<file path="src/rtl/scan_line_sequencer_pkg.sv">
// rtl/scan_line_sequencer_pkg.sv - shared types and helpers for the scan line sequencer
package scan_seq_pkg;

    typedef enum logic [2:0] {
        ST_IDLE    = 3'd0,
        ST_FIRE    = 3'd1,
        ST_WAIT    = 3'd2,
        ST_ACQ     = 3'd3,
        ST_READOUT = 3'd4
    } state_t;

    // Ceiling of the AFE gain code; the TGC ramp saturates here.
    localparam logic [5:0] GAIN_MAX = 6'd63;

    // Decimation factor D = 1 << zoom (1, 2, 4 or 8).
    function automatic logic [3:0] zoom_to_d(input logic [1:0] zoom);
        return 4'd1 << zoom;
    endfunction

endpackage

</file>
<file path="src/rtl/scan_line_sequencer_if.sv">
// rtl/scan_line_sequencer_if.sv - command, AFE, line buffer and readout signals of the sequencer
interface scan_line_sequencer_if #(
    parameter int ADDR_W = 9,
    parameter int DATA_W = 8
);
    logic              Start_Req;
    logic [7:0]        Line_Num;
    logic [1:0]        Zoom;
    logic [5:0]        Gain;
    logic              Rd_Done;
    logic [DATA_W-1:0] Adc_Data;

    logic              Tx_Pulse;
    logic [6:0]        Tx_Line;
    logic [5:0]        Gain_Out;
    logic              Buf_Wr_En;
    logic [ADDR_W-1:0] Buf_Wr_Addr;
    logic [DATA_W-1:0] Buf_Wr_Data;
    logic              Envelop;
    logic              Line_Done;
    logic              Busy;
    logic              Err_Req;

    // Command/readout/ADC side: drives requests and samples, observes results.
    modport master (
        output Start_Req, Line_Num, Zoom, Gain, Rd_Done, Adc_Data,
        input  Tx_Pulse, Tx_Line, Gain_Out, Buf_Wr_En, Buf_Wr_Addr, Buf_Wr_Data,
               Envelop, Line_Done, Busy, Err_Req
    );

    // Sequencer side.
    modport slave (
        input  Start_Req, Line_Num, Zoom, Gain, Rd_Done, Adc_Data,
        output Tx_Pulse, Tx_Line, Gain_Out, Buf_Wr_En, Buf_Wr_Addr, Buf_Wr_Data,
               Envelop, Line_Done, Busy, Err_Req
    );

endinterface

</file>
<file path="src/rtl/scan_line_sequencer_acq_addr_gen.sv">
// rtl/scan_line_sequencer_acq_addr_gen.sv - decimation and line buffer address counters
module acq_addr_gen #(
    parameter int SAMPLES = 512,
    parameter int ADDR_W  = 9
) (
    input  logic              clk,
    input  logic              rst,
    input  logic              clear,
    input  logic              en,
    input  logic [2:0]        dec_max,
    output logic              wr_stb,
    output logic [ADDR_W-1:0] addr,
    output logic              last
);

    logic [2:0]        dec_cnt_q, dec_cnt_d;
    logic [ADDR_W-1:0] addr_q, addr_d;

    // Decimation count runs 0..D-1; address advances after every strobe and wraps naturally.
    always_comb begin
        dec_cnt_d = dec_cnt_q;
        addr_d    = addr_q;
        if (clear) begin
            dec_cnt_d = '0;
            addr_d    = '0;
        end else if (en) begin
            dec_cnt_d = (dec_cnt_q == dec_max) ? 3'd0 : dec_cnt_q + 3'd1;
            if (dec_cnt_q == 3'd0) begin
                addr_d = addr_q + ADDR_W'(1);
            end
        end
    end

    // Counter registers.
    always_ff @(posedge clk or posedge rst) begin
        if (rst) begin
            dec_cnt_q <= '0;
            addr_q    <= '0;
        end else begin
            dec_cnt_q <= dec_cnt_d;
            addr_q    <= addr_d;
        end
    end

    assign wr_stb = en && (dec_cnt_q == 3'd0);
    assign addr   = addr_q;
    assign last   = wr_stb && (addr_q == ADDR_W'(SAMPLES - 1));

endmodule

</file>
<file path="src/rtl/scan_line_sequencer.sv">
// rtl/scan_line_sequencer.sv - per-line fire/wait/acquire/readout controller; optional TGC ramp under TGC_RAMP_EN
module scan_line_sequencer #(
    parameter int SAMPLES   = 512,
    parameter int ADDR_W    = 9,
    parameter int DATA_W    = 8,
    parameter int LINES     = 128,
    parameter int PULSE_CYC = 4,
    parameter int DELAY_CYC = 32,
    parameter int TGC_STEP  = 16
) (
    input  logic                 Clk,
    input  logic                 Rst,
    scan_line_sequencer_if.slave bus
);
    import scan_seq_pkg::*;

    if (PULSE_CYC < 1) begin : g_bad_pulse
        $error("PULSE_CYC must be at least 1");
    end
    if (DELAY_CYC < 1) begin : g_bad_delay
        $error("DELAY_CYC must be at least 1");
    end
    if (TGC_STEP < 1) begin : g_bad_tgc_step
        $error("TGC_STEP must be at least 1");
    end

    state_t      state_q, state_d;
    logic [15:0] timer_q, timer_d;
    logic        tx_pulse_q, tx_pulse_d;
    logic [6:0]  tx_line_q, tx_line_d;
    logic [2:0]  dec_max_q, dec_max_d;
    logic [5:0]  gain_out_q, gain_out_d;
    logic        envelop_q, envelop_d;
    logic        line_done_q, line_done_d;
    logic        err_q, err_d;

    logic              accept;
    logic              can_accept;
    logic              acq_clear;
    logic              acq_en;
    logic              wr_stb;
    logic              last_wr;
    logic [ADDR_W-1:0] wr_addr;

`ifdef TGC_RAMP_EN
    logic [15:0] tgc_cnt_q, tgc_cnt_d;
`endif

    assign can_accept = (state_q == ST_IDLE) || (state_q == ST_READOUT);
    assign accept     = bus.Start_Req && can_accept && (int'(bus.Line_Num) < LINES);
    assign acq_en     = (state_q == ST_ACQ);

    acq_addr_gen #(
        .SAMPLES (SAMPLES),
        .ADDR_W  (ADDR_W)
    ) u_addr_gen (
        .clk     (Clk),
        .rst     (Rst),
        .clear   (acq_clear),
        .en      (acq_en),
        .dec_max (dec_max_q),
        .wr_stb  (wr_stb),
        .addr    (wr_addr),
        .last    (last_wr)
    );

    // Next-state, per-line latches, error flag and registered handshake outputs.
    always_comb begin
        state_d     = state_q;
        timer_d     = timer_q;
        tx_line_d   = tx_line_q;
        dec_max_d   = dec_max_q;
        gain_out_d  = gain_out_q;
        err_d       = err_q;
        acq_clear   = 1'b0;
`ifdef TGC_RAMP_EN
        tgc_cnt_d   = tgc_cnt_q;
`endif

        case (state_q)
            ST_IDLE: begin
                if (accept) begin
                    state_d = ST_FIRE;
                end
            end
            ST_FIRE: begin
                if (timer_q == 16'(PULSE_CYC - 1)) begin
                    state_d = ST_WAIT;
                    timer_d = '0;
                end else begin
                    timer_d = timer_q + 16'd1;
                end
            end
            ST_WAIT: begin
                if (timer_q == 16'(DELAY_CYC - 1)) begin
                    state_d   = ST_ACQ;
                    timer_d   = '0;
                    acq_clear = 1'b1;
                end else begin
                    timer_d = timer_q + 16'd1;
                end
            end
            ST_ACQ: begin
                if (last_wr) begin
                    state_d = ST_READOUT;
                end
            end
            ST_READOUT: begin
                // A new request outranks the readout-done pulse and releases the buffer implicitly.
                if (accept) begin
                    state_d = ST_FIRE;
                end else if (bus.Rd_Done) begin
                    state_d = ST_IDLE;
                end
            end
            default: begin
                state_d = ST_IDLE;
            end
        endcase

        if (accept) begin
            timer_d    = '0;
            tx_line_d  = bus.Line_Num[6:0];
            dec_max_d  = 3'(zoom_to_d(bus.Zoom) - 4'd1);
            gain_out_d = bus.Gain;
`ifdef TGC_RAMP_EN
            tgc_cnt_d  = '0;
`endif
        end

        if (bus.Start_Req && !accept) begin
            err_d = 1'b1;
        end

`ifdef TGC_RAMP_EN
        // Every TGC_STEP writes bump the gain one code, held at the ceiling.
        if (wr_stb) begin
            if (tgc_cnt_q == 16'(TGC_STEP - 1)) begin
                tgc_cnt_d = '0;
                if (gain_out_q != GAIN_MAX) begin
                    gain_out_d = gain_out_q + 6'd1;
                end
            end else begin
                tgc_cnt_d = tgc_cnt_q + 16'd1;
            end
        end
`endif

        tx_pulse_d  = (state_d == ST_FIRE);
        envelop_d   = (state_d != ST_READOUT);
        line_done_d = (state_d == ST_READOUT) && (state_q != ST_READOUT);
    end

    // State and output registers; reset aborts a line and returns the buffer to acquisition.
    always_ff @(posedge Clk or posedge Rst) begin
        if (Rst) begin
            state_q     <= ST_IDLE;
            timer_q     <= '0;
            tx_pulse_q  <= 1'b0;
            tx_line_q   <= '0;
            dec_max_q   <= '0;
            gain_out_q  <= '0;
            envelop_q   <= 1'b1;
            line_done_q <= 1'b0;
            err_q       <= 1'b0;
        end else begin
            state_q     <= state_d;
            timer_q     <= timer_d;
            tx_pulse_q  <= tx_pulse_d;
            tx_line_q   <= tx_line_d;
            dec_max_q   <= dec_max_d;
            gain_out_q  <= gain_out_d;
            envelop_q   <= envelop_d;
            line_done_q <= line_done_d;
            err_q       <= err_d;
        end
    end

`ifdef TGC_RAMP_EN
    // TGC write counter register.
    always_ff @(posedge Clk or posedge Rst) begin
        if (Rst) begin
            tgc_cnt_q <= '0;
        end else begin
            tgc_cnt_q <= tgc_cnt_d;
        end
    end
`endif

    assign bus.Tx_Pulse    = tx_pulse_q;
    assign bus.Tx_Line     = tx_line_q;
    assign bus.Gain_Out    = gain_out_q;
    assign bus.Buf_Wr_En   = wr_stb;
    assign bus.Buf_Wr_Addr = wr_addr;
    assign bus.Buf_Wr_Data = bus.Adc_Data;
    assign bus.Envelop     = envelop_q;
    assign bus.Line_Done   = line_done_q;
    assign bus.Busy        = (state_q == ST_FIRE) || (state_q == ST_WAIT) || (state_q == ST_ACQ);
    assign bus.Err_Req     = err_q;

endmodule

</file>
<file path="src/flat_wrapper.sv">
// flat-port wrapper written by rule: the top's interface ports become plain ports
module scan_line_sequencer_flat import scan_seq_pkg::*;
#(
    parameter int SAMPLES   = 512,
    parameter int ADDR_W    = 9,
    parameter int DATA_W    = 8,
    parameter int LINES     = 128,
    parameter int PULSE_CYC = 4,
    parameter int DELAY_CYC = 32,
    parameter int TGC_STEP  = 16
)
  (Clk, Rst, bus_Start_Req, bus_Line_Num, bus_Zoom, bus_Gain, bus_Rd_Done, bus_Adc_Data, bus_Tx_Pulse, bus_Tx_Line, bus_Gain_Out, bus_Buf_Wr_En, bus_Buf_Wr_Addr, bus_Buf_Wr_Data, bus_Envelop, bus_Line_Done, bus_Busy, bus_Err_Req);
  scan_line_sequencer_if #(.ADDR_W(ADDR_W), .DATA_W(DATA_W)) bus_i ();
  input  logic Clk;
  input  logic Rst;
  input wire logic [$bits(bus_i.Start_Req)-1:0] bus_Start_Req;
  input wire logic [$bits(bus_i.Line_Num)-1:0] bus_Line_Num;
  input wire logic [$bits(bus_i.Zoom)-1:0] bus_Zoom;
  input wire logic [$bits(bus_i.Gain)-1:0] bus_Gain;
  input wire logic [$bits(bus_i.Rd_Done)-1:0] bus_Rd_Done;
  input wire logic [$bits(bus_i.Adc_Data)-1:0] bus_Adc_Data;
  output wire logic [$bits(bus_i.Tx_Pulse)-1:0] bus_Tx_Pulse;
  output wire logic [$bits(bus_i.Tx_Line)-1:0] bus_Tx_Line;
  output wire logic [$bits(bus_i.Gain_Out)-1:0] bus_Gain_Out;
  output wire logic [$bits(bus_i.Buf_Wr_En)-1:0] bus_Buf_Wr_En;
  output wire logic [$bits(bus_i.Buf_Wr_Addr)-1:0] bus_Buf_Wr_Addr;
  output wire logic [$bits(bus_i.Buf_Wr_Data)-1:0] bus_Buf_Wr_Data;
  output wire logic [$bits(bus_i.Envelop)-1:0] bus_Envelop;
  output wire logic [$bits(bus_i.Line_Done)-1:0] bus_Line_Done;
  output wire logic [$bits(bus_i.Busy)-1:0] bus_Busy;
  output wire logic [$bits(bus_i.Err_Req)-1:0] bus_Err_Req;
  assign bus_i.Start_Req = bus_Start_Req;
  assign bus_i.Line_Num = bus_Line_Num;
  assign bus_i.Zoom = bus_Zoom;
  assign bus_i.Gain = bus_Gain;
  assign bus_i.Rd_Done = bus_Rd_Done;
  assign bus_i.Adc_Data = bus_Adc_Data;
  assign bus_Tx_Pulse = bus_i.Tx_Pulse;
  assign bus_Tx_Line = bus_i.Tx_Line;
  assign bus_Gain_Out = bus_i.Gain_Out;
  assign bus_Buf_Wr_En = bus_i.Buf_Wr_En;
  assign bus_Buf_Wr_Addr = bus_i.Buf_Wr_Addr;
  assign bus_Buf_Wr_Data = bus_i.Buf_Wr_Data;
  assign bus_Envelop = bus_i.Envelop;
  assign bus_Line_Done = bus_i.Line_Done;
  assign bus_Busy = bus_i.Busy;
  assign bus_Err_Req = bus_i.Err_Req;
  scan_line_sequencer #(.SAMPLES(SAMPLES), .ADDR_W(ADDR_W), .DATA_W(DATA_W), .LINES(LINES), .PULSE_CYC(PULSE_CYC), .DELAY_CYC(DELAY_CYC), .TGC_STEP(TGC_STEP)) u_core (.Clk(Clk), .Rst(Rst), .bus(bus_i));
endmodule
</file>
<file path="config.mk">
export PLATFORM = sky130hd
export DESIGN_NAME = scan_line_sequencer_flat
export DESIGN_NICKNAME = d
export VERILOG_FILES = /design/src/rtl/scan_line_sequencer_pkg.sv /design/src/rtl/scan_line_sequencer_if.sv /design/src/rtl/scan_line_sequencer_acq_addr_gen.sv /design/src/rtl/scan_line_sequencer.sv /design/src/flat_wrapper.sv
export SDC_FILE = /design/constraint.sdc
export NUM_CORES = 1
export LEC_CHECK = 0
export BUFFER_PORTS_ARGS = -buffer_cell sky130_fd_sc_hd__buf_2
export CORE_MARGIN = 4
export CORE_UTILIZATION = 40
export CTS_BUF_LIST = sky130_fd_sc_hd__clkbuf_16
export DETAILED_ROUTE_END_ITERATION = 12
export PLACE_DENSITY = 0.61
export SYNTH_ARGS = -nofsm -noshare
export SYNTH_HDL_FRONTEND = slang
export SYNTH_SLANG_ARGS = --single-unit
</file>
<file path="constraint.sdc">
create_clock -name Clk -period 4.6 [get_ports Clk]
set_input_delay 0 -clock Clk [delete_from_list [all_inputs] [get_ports Clk]]
set_output_delay 0 -clock Clk [all_outputs]
set_load 0.005 [all_outputs]
</file>
### After elaboration in Yosys (flattened, before gate mapping)

Index checks and enable logic that the tools add are counted.

* add/sub/neg operators: 4
* magnitude comparators: 1
* equality and inequality tests: 12
* shifts and indexed selects: 1
* multiplexer cells: 19
* reductions and logical operators: 16

Operator list (count)
* $mux W16: 3
* $pmux W16 S2: 1
* $mux W3: 9
* $mux W9: 3
* $add A16 B1 Y16 const B: 1
* $eq A16 B2 Y1 const B: 1
* $eq A16 B5 Y1 const B: 1
* $pmux W3 S5: 1
* $add A9 B1 Y9 const B: 1
* $eq A9 B9 Y1 const B: 1
* $lt A8 B8 Y1 const B: 1
* $eq A3 B1 Y1 const B: 2
* $eq A3 B2 Y1 const B: 2
* $eq A3 B3 Y1 const B: 2
* $logic_and A1 B1 Y1: 6
* $logic_not A3 Y1: 2
* $ne A3 B3 Y1 const B: 2
* $reduce_bool A2 Y1: 2
* $add A3 B1 Y3 const B: 1
* $eq A3 B3 Y1: 1
* $logic_or A1 B1 Y1: 3
* $reduce_bool A3 Y1: 1
* $shl A1 B2 Y3 const A: 1
* $sub A3 B1 Y3 const B: 1
* other kinds (3): 4

* flip-flop bits (word level): 51
* output and inout bits: 36
* logic and storage cells: 64

### Depth between registers and ports, before layout

Gate-level depths: netlist (run 1).

* depth in word-level cells: 8
* depth in mapped cells: 8
* gate-level depth less buffers: 7

### Hierarchy

Synthesis (run 1) repeated with hierarchy kept, for this count alone.

* cell total of the unflattened synthesis: 279
* area total of the unflattened synthesis: 2578.7 um2

By module, submodules not included
* scan_line_sequencer: instances 1, cells an instance 203, area each 1854.3 um2
* acq_addr_gen: instances 1, cells an instance 76, area each 724.4 um2

### Worst setup path after synthesis (run 1)

No wires, ideal clock.

* kind: register to register
* start: register u_core.timer_q[0]
* end: register u_core.timer_q[13]
* setup time: 0.103 ns
* arrival time: 1.791 ns
* setup slack: 2.706 ns
* stages on the path, launching flop included: 7
* buffers on the path: 0
* cells stage by stage: dfrtp_1 ha_1 nor4b_1 and3_4 nor3b_4 or3_4 o41ai_2

* cells in the longest elaborated chain, start to end: 4

Ends and longest elaborated chain
* from (decl): RTL line scan_line_sequencer.sv:28 `logic [15:0] timer_q, timer_d;`
* from (signal assigned): RTL line scan_line_sequencer.sv:168 `timer_q <= timer_d;`
* $add A16 B1 Y16 (tied with other cells): RTL line scan_line_sequencer.sv:91, scan_line_sequencer.sv:100
* $mux W16, on equally long branches: RTL line scan_line_sequencer.sv:95, scan_line_sequencer.sv:87
* $pmux W16 S2 *: RTL line scan_line_sequencer.sv:80 `case (state_q)`
* $mux W16 *: RTL line scan_line_sequencer.sv:121 `if (accept) begin`

Mark *: on every way between the ends. The rest lies on a longest branch, timed or not.
A chain may end at the register's enable or synchronous reset.

### Worst setup path after layout (run 1)

* start: register u_core.timer_q[0]
* end: register u_core.timer_q[5]

The elaborated chain is that of the path after synthesis.

==> results of run 1 <==
metrics by stage:
stage | power [mW] | std cells | hold WS [ns]
3_3_place_gp | 1.079 | 399 | 0.00003458
2_1_floorplan | 0.9583 | 290 | 0.08082
5_1_grt | 1.579 | 424 | 0.000008778
3_5_place_dp | 1.086 | 399 | 0.00003458
4_1_cts | 1.489 | 424 | 0.00003458
6_report | 1.472 | 424 | 0.000001823
synthesized netlist by cell type, drive strengths merged:
| library cell | instances | area (sq um) |
|---|---|---|
| o21ai | 10 | 50.05 |
| nor4 | 3 | 18.77 |
| nand2 | 67 | 251.5 |
| nand2b | 1 | 6.260 |
| xor2 | 5 | 43.79 |
| inv | 15 | 56.30 |
| ha | 5 | 62.56 |
| or3 | 2 | 17.52 |
| nand3b | 2 | 15.01 |
| or4 | 2 | 15.01 |
| a21o | 4 | 31.28 |
| mux2 | 1 | 11.26 |
| o41ai | 1 | 16.27 |
| clkbuf | 2 | 7.510 |
| buf | 15 | 103.8 |
| nand4 | 6 | 37.54 |
| mux2i | 3 | 42.54 |
| and2 | 2 | 12.51 |
| xnor2 | 5 | 43.79 |
| nand3 | 15 | 80.08 |
| a22o | 6 | 52.55 |
| and3 | 6 | 42.54 |
| o31ai | 3 | 22.52 |
| o2111ai | 1 | 8.760 |
| a31oi | 1 | 6.260 |
| a2bb2oi | 1 | 8.760 |
| a21oi | 11 | 62.56 |
| or4b | 1 | 10.01 |
| nor3 | 8 | 56.31 |
| nor4b | 1 | 8.760 |
| dfrtp | 50 | 1251 |
| nor2 | 19 | 71.32 |
| nor2b | 4 | 25.02 |
| or3b | 1 | 11.26 |
| o211ai | 3 | 22.52 |
| nand4b | 1 | 8.760 |
| nor3b | 2 | 26.28 |
| o21a | 1 | 7.510 |
| dfstp | 1 | 26.28 |
| a211oi | 1 | 7.510 |
| o22ai | 2 | 12.51 |
state kept, by name (all words and copies together), names as in the netlist:
register,count
u_core.state_q,3
u_core.timer_q,16
u_core.bus.Envelop,1
u_core.bus.Gain_Out,6
u_core.bus.Tx_Line,7
u_core.u_addr_gen.addr,9
u_core.bus.Line_Done,1
u_core.u_addr_gen.dec_cnt_q,3
u_core.bus.Err_Req,1
u_core.dec_max_q,3
u_core.bus.Tx_Pulse,1
final cells by class:
type,count,share of cell area [%]
clock inverters,3,0.8904
inverters,15,1.742
multi-input cells,207,37.98
repair buffers,66,13.01
clock buffers,5,3.871
well taps,77,2.981
flip-flops and latches,51,39.53
power groups by stage:
| stage | Combinational (mW) | Clock, mW | Sequential (mW) |
|---|---|---|---|
| final | 0.413 | 0.383 | 0.676 |
| after global routing | 0.472 | 0.409 | 0.699 |
| after CTS | 0.418 | 0.396 | 0.675 |
| after detailed placement | 0.404 | 0 | 0.681 |
| after global placement | 0.397 | 0 | 0.681 |
| after floorplan | 0.296 | 0 | 0.662 |
worst max-delay path, cell delays in order, from the launching register on:
cell and delay [ns]:
dfrtp_1 0.40, ha_1 0.22, nor4b_1 0.36, and3_4 0.28
nor3b_4 0.58, nor3_2 0.20, a22o_1 0.24
worst paths after layout:
check / start / endpoint / slack, ns / depth (start not counted)
hold reg to reg: u_core.bus.Err_Req / u_core.bus.Err_Req / 0.46 / 1
max in group asynchronous: Rst / u_core.timer_q[10] / 3.73 / 4
hold / removal: bus_Adc_Data[0] / bus_Buf_Wr_Data[0] / 0.000002 / 0
setup reg to reg: u_core.timer_q[0] / u_core.timer_q[5] / 2.21 / 6
min in group asynchronous: Rst / u_core.timer_q[14] / 0.42 / 4
setup / recovery: u_core.timer_q[0] / u_core.timer_q[5] / 2.21 / 6
metal layers:
metal / GRT usage, % / share of wire, %
met3: 3.506 / 3.4
met4: 4.598 / 0.50
met2: 25.00 / 49
met5: 0 / 0
met1: 19.54 / 47
cell families (layout without fill, tap and decap cells):
logic type | after synthesis | in the layout | share of synthesized area, %
and+or+nand+nor | 143 | 143 | 26.73
buffers and inverters | 32 | 89 | 6.273
DFF | 51 | 51 | 47.80
AOI/OAI and AO/OA | 45 | 45 | 11.56
muxes | 4 | 4 | 2.013
adders and majority gates | 5 | 5 | 2.341
xor gates and xnor gates | 10 | 10 | 3.277
==> metrics.md, run 1 <==
| Metric | Value |
|---|---|
| Status | complete, no violations |
| # fillers | 601 |
| CTS Buffer Depth | 2 |
| Slew @ Worst Pin | 1.006 ns |
| FP Rows | 29 |
| Storage cell area | 1277 sq um |
| CORE AREA | 6422 sq um |
| DIE HEIGHT | 89.74 microns |
| Commonest non-fill, non-tap cell in the layout | nand2_1 |
| Maximum Capacitance Violations | 0 |
| Internal | 0.9621 mW |
| Port bufs | 47 |
| Place WS | 2.155 ns |
| Pre-antenna DRT Iters | 4 |
| Post-CTS Setup Bufs | 0 |
| Logic pwr share | 28.1% |
| Clk pin slew, worst setup/hold paths | 0.07 ns |
| DRC | 0 |
| Gr usage total | 15.04% |
| First-pass GRT wire length | 10.12 mm |
| Die width | 89.74 microns |
| Yosys reg bits | 51 |
| DR vias/cell | 5.123 |
| Hold buffer count at cts | 17 |
| Syn Area/Cell | 9.216 sq um |
| Ant diodes | 0 |
| Yosys synthesis warning count | 0 |
| Post-route ant nets | 0 |
| Net Sw Frac | 34.63% |
| Slew HR | 32.39% |
| Setup tns final | 0 ns |
| Post-synth net total | 323 |
| CP endpoint kind | register |
| IO Count | 64 |
| Final worst path period share | 51.93% |
| Synth unique cells | 53 |
| TritonCTS Buffers | 5 |
| Fmax | 418.6 MHz |
| Placed Area | 2908 sq um |
| Synthesis-to-finish area growth | 20.93% |
| CP required | 4.78 ns |
| Die area | 8053 sq um |
| GRT overflow | 0 |
| Area of the multi-input gates | 1227 sq um |
| Most frequent cells in the layout | nand2_1 (67), dfrtp_1 (50), buf_2 (47) |
| CP Max Fanout | 15 |
| CP Launch Type | register |
| Post-Synthesis Cells | 290 |
| Nets@finish | 379 |
| Routed via count | 2,172 |
| Share of cells above drive strength 1 | 21.04% |
| Net switching power | 0.5096 mW |
| Routed WL | 5.811 mm |
| Clock Skew | 0.007869 ns |
| Largest net degree at the start of global routing | 52 |
| Utilization of the core after routing | 50.32% |
| CTS tree | built |
| Sequential power share | 45.9% |
| Clock network power share | 26.0% |
| Clk Latency, worst-skew pair | 0.29 ns |
| HPWL Detailed | 3.910 mm |
| Type of the worst min-delay path | input pin to output port |
| Post-CTS sizing | 0 |
| Sequential fraction of the synthesis area | 47.80% |
| Initial antenna violation count | 0 |
| Final setup vio count | 0 |
| DR WL/cell | 13.71 microns |
| Initial Util | 41.61% |
| Pwr dens | 455.4 nW/um^2 |
| H-tree Lvls | 2 |
| 1st-iter DRT viols | 88 |
| Lkg Pwr | 1.558 nW |
| Hold Fails Final Rpt | 0 |
| Setup ws final | 2.211 ns |
| Fin crit period | 2.389 ns |
| Unrepaired setup endpoints after global routing | no |
| Crit path DAT | 2.57 ns |
| Final GP Congestion | 0.8531 |
| Fin. max-slew vios | 0 |
| Clock sinks | 51 |
| Synthesized area | 2673 sq um |
| Clock root buffer | clkbuf_16 |
| Setup Crit Path Kind | register to register |
| Layout Cell Area excl Fill | 3232 sq um |
| Vias in the first global route | 2,102 |
| Max VDD drop | 0.0001723 V |
No activity file was read; power rests on OpenSTA's default activity.
==> run 2: changes to the inputs <==
ABC_AREA = 1   (was not set)
PLACE_DENSITY = 0.64   (was 0.61)
clock period = 2.05 ns   (was 4.6 ns; I/O delays follow)
==> run 2 against run 1 <==
Net effect:
- the run now ends with hold timing left
- global-route usage increased by 0.25 points
- die area increased by 1.5%
- critical path depth increased by 4
- clock skew decreased by 0.0020 ns
- final cell count increased by 16%
- critical path type unchanged
==> metrics.md, run 2 <==
| Metric | Value |
|---|---|
| Initial Util | 42.06% |
| Synthesized area | 2716 sq um |
| Fin. max-slew vios | 0 |
| HPWL Detailed | 4.429 mm |
| Share of cells above drive strength 1 | 17.39% |
| Final worst path period share | 85.46% |
| Port bufs | 47 |
| GRT overflow | 0 |
| Slew HR | 72.07% |
| CORE AREA | 6459 sq um |
| Clk pin slew, worst setup/hold paths | 0.07 ns |
| Yosys reg bits | 51 |
| Area contributors post-synth | dfrtp_1 (46%), nand2_1 (16%), nand3_1 (5.5%) |
| 1st-iter DRT viols | 155 |
| Die area | 8173 sq um |
| CTS tree | built |
| Largest net degree at the start of global routing | 28 |
| Routed via count | 2,414 |
| Fmax | 570.8 MHz |
| Largest Register | u_core.timer_q |
| Post-CTS sizing | 0 |
| Failing checks | hold timing |
| Most numerous cell in the Yosys netlist | nand2_1 |
| H-tree Lvls | 2 |
| Sequential fraction of the synthesis area | 47.03% |
| Maximum Capacitance Violations | 0 |
| CP endpoint kind | register |
| Setup Crit Path Kind | register to register |
| Hold Crit Start | bus_Start_Req |
| Post-synth top area share | 46.06% |
| Commonest non-fill, non-tap cell in the layout | nand2_1 |
| CP Launch Type | register |
| Initial antenna violation count | 0 |
| FP Rows | 29 |
| Synthesis-to-finish area growth | 21.37% |
| Final GP Congestion | 0.8445 |
| CTS Buffer Depth | 2 |
| Final setup vio count | 0 |
| DR vias/cell | 4.916 |
| Status | finished, violations left |
| Largest register FFs | 16 |
| CP Max Fanout | 6 |
| Pwr dens | 1091 nW/um^2 |
| Vias in the first global route | 2,320 |
| Number of synthesized flops with an enable pin | 0 |
| Clock Skew | 0.005880 ns |
| Setup tns final | 0 ns |
| Reg2reg start | u_core.u_addr_gen.addr[0] |
| Non-Filler Instances | 491 |
| Hold Fails Final Rpt | 1 |
| DRC | 0 |
| Slew @ Worst Pin | 0.4184 ns |
| First-pass GRT wire length | 10.47 mm |
| Unrepaired setup endpoints after global routing | no |
| Synth unique cells | 29 |
| Crit path launch | u_core.u_addr_gen.addr[0] |
| Type of the worst min-delay path | input pin to register |
| Nets@finish | 446 |
| Post-route ant nets | 0 |
| Crit path DAT | 1.93 ns |
| Ys async rst share | 100.0% |
| Hold slack | -0.002287 ns |
| DP Cell Count | 467 |
| Lkg Pwr | 1.720 nW |
| Routed WL | 6.080 mm |
| Syn Area/Cell | 7.717 sq um |
| DIE HEIGHT | 90.41 microns |
| IO Count | 64 |
| Clock root buffer | clkbuf_16 |
| CP required | 2.23 ns |
| DR WL/cell | 12.38 microns |
| Fin crit period | 1.752 ns |
| Post-synth net total | 385 |
| Clock sinks | 51 |
| TritonCTS Buffers | 5 |
| Max VDD drop | 0.0005859 V |
| Commonest cells post-synth | nand2_1 (118), dfrtp_1 (50), nor2_1 (37) |
| Yosys synthesis warning count | 0 |
| Clk Latency, worst-skew pair | 0.29 ns |
| Top FF cell, synth | dfrtp_1 |
| Pre-antenna DRT Iters | 4 |
| Yosys top cell by area | dfrtp_1 |
| Post-Synthesis Cells | 352 |
| Ant diodes | 0 |
| Most frequent cells in the layout | nand2_1 (118), dfrtp_1 (50), buf_2 (47) |
| Gr usage total | 15.28% |
| Die width | 90.41 microns |
==> run 2: changes by cell type after synthesis, sizes merged, moves of 5 or more <==
cell | previous run | this run
nand2 | 67 | 119
nor2 | 19 | 41
nand3 | 15 | 35
inv | 15 | 34
nand4 | 6 | 15
nor3 | 8 | 1
a22o | 6 | 0
and3 | 6 | 1
==> run 2: metal layers <==
metal / vias up / track usage (%) / wire [microns]
met3: 8 / 2.917 / 237
met5: - / 0 / 0
met1: 1122 / 19.55 / 2800
li1: 1242 / - / -
met2: 42 / 26.88 / 2979
met4: 0 / 3.189 / 63
==> run 2: cell families after synthesis <==
logic type               share of synthesized area, %
AO/OA/AOI/OAI                                   5.850
XOR/XNOR                                        2.257
adder cells (fa/ha/maj)                         2.303
buffers and inverters                           8.153
flip-flops                                      47.03
AND/OR/NAND/NOR                                 34.41
==> run 2: worst paths after layout <==
kind	depth (start not counted)	slack (ns)	to
worst max register to register	10	0.30	u_core.bus.Tx_Pulse
min in group asynchronous	3	0.13	u_core.timer_q[15]
max in group asynchronous	4	1.33	u_core.bus.Envelop
worst min-delay path	2	-0.002	u_core.bus.Err_Req
worst max-delay path	10	0.30	u_core.bus.Tx_Pulse
worst min register to register	1	0.47	u_core.bus.Err_Req
==> run 2: area by class of cell <==
class	count	area [sq um]
well taps	77	96.34
clock inverters	3	20.02
inverters	34	127.6
clock buffers	5	125.1
multi-input cells	253	1217
flip-flops and latches	51	1277
fillers	623	3162
repair buffers	68	432.9
==> run 2: critical path, cell delays in order (launching register included) <==
cell and delay, ns:
dfrtp_1 0.42, ha_1 0.20, nand3_1 0.12, nor2_1 0.17, and3_1 0.17, ha_1 0.13, nand2_1 0.08, nand2_1 0.12
nand2_1 0.06, nor2_1 0.11, nor2_1 0.06
==> run 2: power by group <==
group | switching (mW) | internal, mW | total (mW)
Sequential | 0.233 | 1.29 | 1.52
Clock | 0.371 | 0.453 | 0.824
Combinational | 0.765 | 0.489 | 1.25
Total | 1.37 | 2.23 | 3.60
==> run 2: per-stage QoR <==
stage	util [%]	hold WS [ns]	area (sq um)	worst slack [ns]	power, mW
floorplan	-	0.08082	2716	0.4564	2.359
global placement	46.32	-0.1077	2992	0.3685	2.746
detailed placement	46.32	-0.1077	2992	0.2997	2.781
CTS	51.05	0.00003458	3297	0.2776	3.636
global route	51.05	0.000008204	3297	0.05670	3.897
finish	51.05	-0.002287	3297	0.2982	3.598
==> run 2: what timing repair did <==
item                                    4_1_cts  5_1_grt
hold buffers                                 16        0
hold endpoints to repair                     65        0
endpoints found under the setup margin        0        0
setup buffers                                 0        0
==> run 3: changes to the inputs <==
PLACE_DENSITY = 0.61   (was 0.64)
clock period = 2 ns   (was 2.05 ns; I/O delays follow)
==> run 3 against run 2 <==
Net effect:
- the run now ends clean
- clock power rose by 19%
- design area rose by 0.99%
- clock skew rose by 0.00072 ns
- critical path type unchanged
- critical endpoint unchanged
- largest power group unchanged
==> metrics.md, run 3 (synthesized netlist as in run 2, its figures left out) <==
| Metric | Value |
|---|---|
| Status | complete, no violations |
| Fmax | 574.7 MHz |
| H-tree Lvls | 2 |
| Critical path buffers and inverters | 0 |
| Final Power | 3.819 mW |
| DR WL/cell | 12.42 microns |
| Net Sw Frac | 36.82% |
| Type of the worst min-delay path | input pin to output port |
| Gr usage total | 15.76% |
| Sequential power share | 40.6% |
| Clk pin slew, worst setup/hold paths | 0.07 ns |
| DIE HEIGHT | 90.41 microns |
| Internal | 2.413 mW |
| Critical path's slowest cell | dfrtp_1 |
| IO Count | 64 |
| DRC | 0 |
| Setup tns final | 0 ns |
| Final setup vio count | 0 |
| Largest register FFs | 16 |
| Synthesis-to-finish area growth | 22.57% |
| Max VDD drop | 0.0005087 V |
| Final GP Congestion | 0.7634 |
| Routed WL | 6.113 mm |
| Post-CTS Setup Bufs | 0 |
| CORE AREA | 6459 sq um |
| Slew @ Worst Pin | 0.4137 ns |
| CP endpoint kind | register |
| Maximum Capacitance Violations | 0 |
| Worst-path cell chain | ha_1 -> nand3_1 -> nor2_1 -> and3_1 -> ha_1 -> nand2_1 -> nand2_1 -> nand2_1 -> nor2_1 -> nor2_1 |
| Commonest non-fill, non-tap cell in the layout | nand2_1 |
| Largest net degree at the start of global routing | 22 |
| Fin crit period | 1.740 ns |
| Setup Crit Path Kind | register to register |
| CTS tree | built |
| Die area | 8173 sq um |
| CP Launch Type | register |
| Clk Latency, worst-skew pair | 0.29 ns |
| Slew HR | 72.39% |
| First-pass GRT wire length | 10.83 mm |
| CTS Buffer Depth | 2 |
| Final worst path period share | 87.00% |
| Die width | 90.41 microns |
| GRT overflow | 0 |
| Clock Skew | 0.006600 ns |
| Pwr dens | 1147 nW/um^2 |
| Share of cells above drive strength 1 | 17.35% |
| Clock root buffer | clkbuf_16 |
| Nets@finish | 447 |
| Crit-path max cell delay | 0.43 ns |
| Top Family by Delay on Critical Path | simple AND/OR/NAND/NOR gates |
| Logic pwr share | 33.7% |
| Initial Util | 42.06% |
| Post-route ant nets | 0 |
| Initial antenna violation count | 0 |
| TritonCTS Buffers | 5 |
| DR vias/cell | 4.925 |
| Routed via count | 2,423 |
| 1st-iter DRT viols | 71 |
| Net switching power | 1.406 mW |
| Ant diodes | 0 |
| Crit path DAT | 1.91 ns |
| Hold Fails Final Rpt | 0 |
| Placed Area | 2992 sq um |
| CP Max Fanout | 6 |
| Lkg Pwr | 1.734 nW |
| Vias in the first global route | 2,405 |
| Fin. max-slew vios | 0 |
| Clock sinks | 51 |
| Layout Cell Area excl Fill | 3329 sq um |
| Unrepaired setup endpoints after global routing | no |
| Port bufs | 47 |
| Pre-antenna DRT Iters | 4 |
| Largest Register | u_core.timer_q |
| CP required | 2.17 ns |
| Clock network power share | 25.7% |
| HPWL Detailed | 4.351 mm |
| FP Rows | 29 |
| Most frequent cells in the layout | nand2_1 (118), dfrtp_1 (50), buf_2 (47) |
## run 3: changes by cell type in the layout (fill, tap and decap cells not counted), sizes merged
cell,before,now
bufinv,0,1
clkinv,0,1
clkinvlp,1,0
dlygate4sd3,16,17
inv,36,35
## run 3: per-layer routing
metal	vias up	routed length (microns)	track usage, %
met4	0	122	5.612
met2	42	2980	27.07
met5	-	0	0
li1	1247	-	-
met3	15	229	3.000
met1	1119	2781	19.75
## run 3: through the flow
step	utilization (%)	std cells	setup slack, ns	hold slack [ns]
2_1_floorplan	-	352	0.4064	0.08082
3_3_place_gp	46.32	467	0.3205	-0.02483
3_5_place_dp	46.32	467	0.2666	-0.02359
4_1_cts	51.55	492	0.2625	0.00003458
5_1_grt	51.55	492	0.08394	0.000007831
6_report	51.55	492	0.2600	0.000002245
## run 3: final timing paths
path                                            from             endpoint  slack, ns  cells past startpoint
max                        u_core.u_addr_gen.addr[0]  u_core.bus.Tx_Pulse       0.26                     10
min                                  bus_Adc_Data[0]   bus_Buf_Wr_Data[0]   0.000002                      0
max reg2reg                u_core.u_addr_gen.addr[0]  u_core.bus.Tx_Pulse       0.26                     10
min reg2reg                       u_core.bus.Err_Req   u_core.bus.Err_Req       0.45                      1
max in group asynchronous                        Rst   u_core.bus.Envelop       1.17                      4
min in group asynchronous                        Rst   u_core.timer_q[15]       0.20                      3
## run 3: area by class of cell
class	instances	area [sq um]
fill	626	3129
clock buffer	5	125.1
multi-input combinational	253	1217
sequential	51	1277
inverter	34	127.6
clock inverter	3	42.54
tap	77	96.34
timing repair buffer	69	442.9
## run 3: power groups by stage
stage	Combinational [mW]	Sequential (mW)	Clock, mW
global route	1.47	1.59	1.05
global placement	1.27	1.57	0
finish	1.29	1.55	0.981
CTS	1.31	1.55	1.01
floorplan	0.864	1.55	0
detailed placement	1.28	1.57	0
## run 3: timing repair
item	CTS	global route
hold buffers	17	0
hold endpoints to repair	30	0
setup endpoints to repair	0	0
resized for setup	0	0
## run 3: worst register-to-register path, cell delays in order, from the launching register on
cell     delay [ns]
dfrtp_1        0.43
ha_1           0.20
nand3_1        0.11
nor2_1         0.17
and3_1         0.17
ha_1           0.13
nand2_1        0.08
nand2_1        0.12
nand2_1        0.06
nor2_1         0.11
nor2_1         0.06
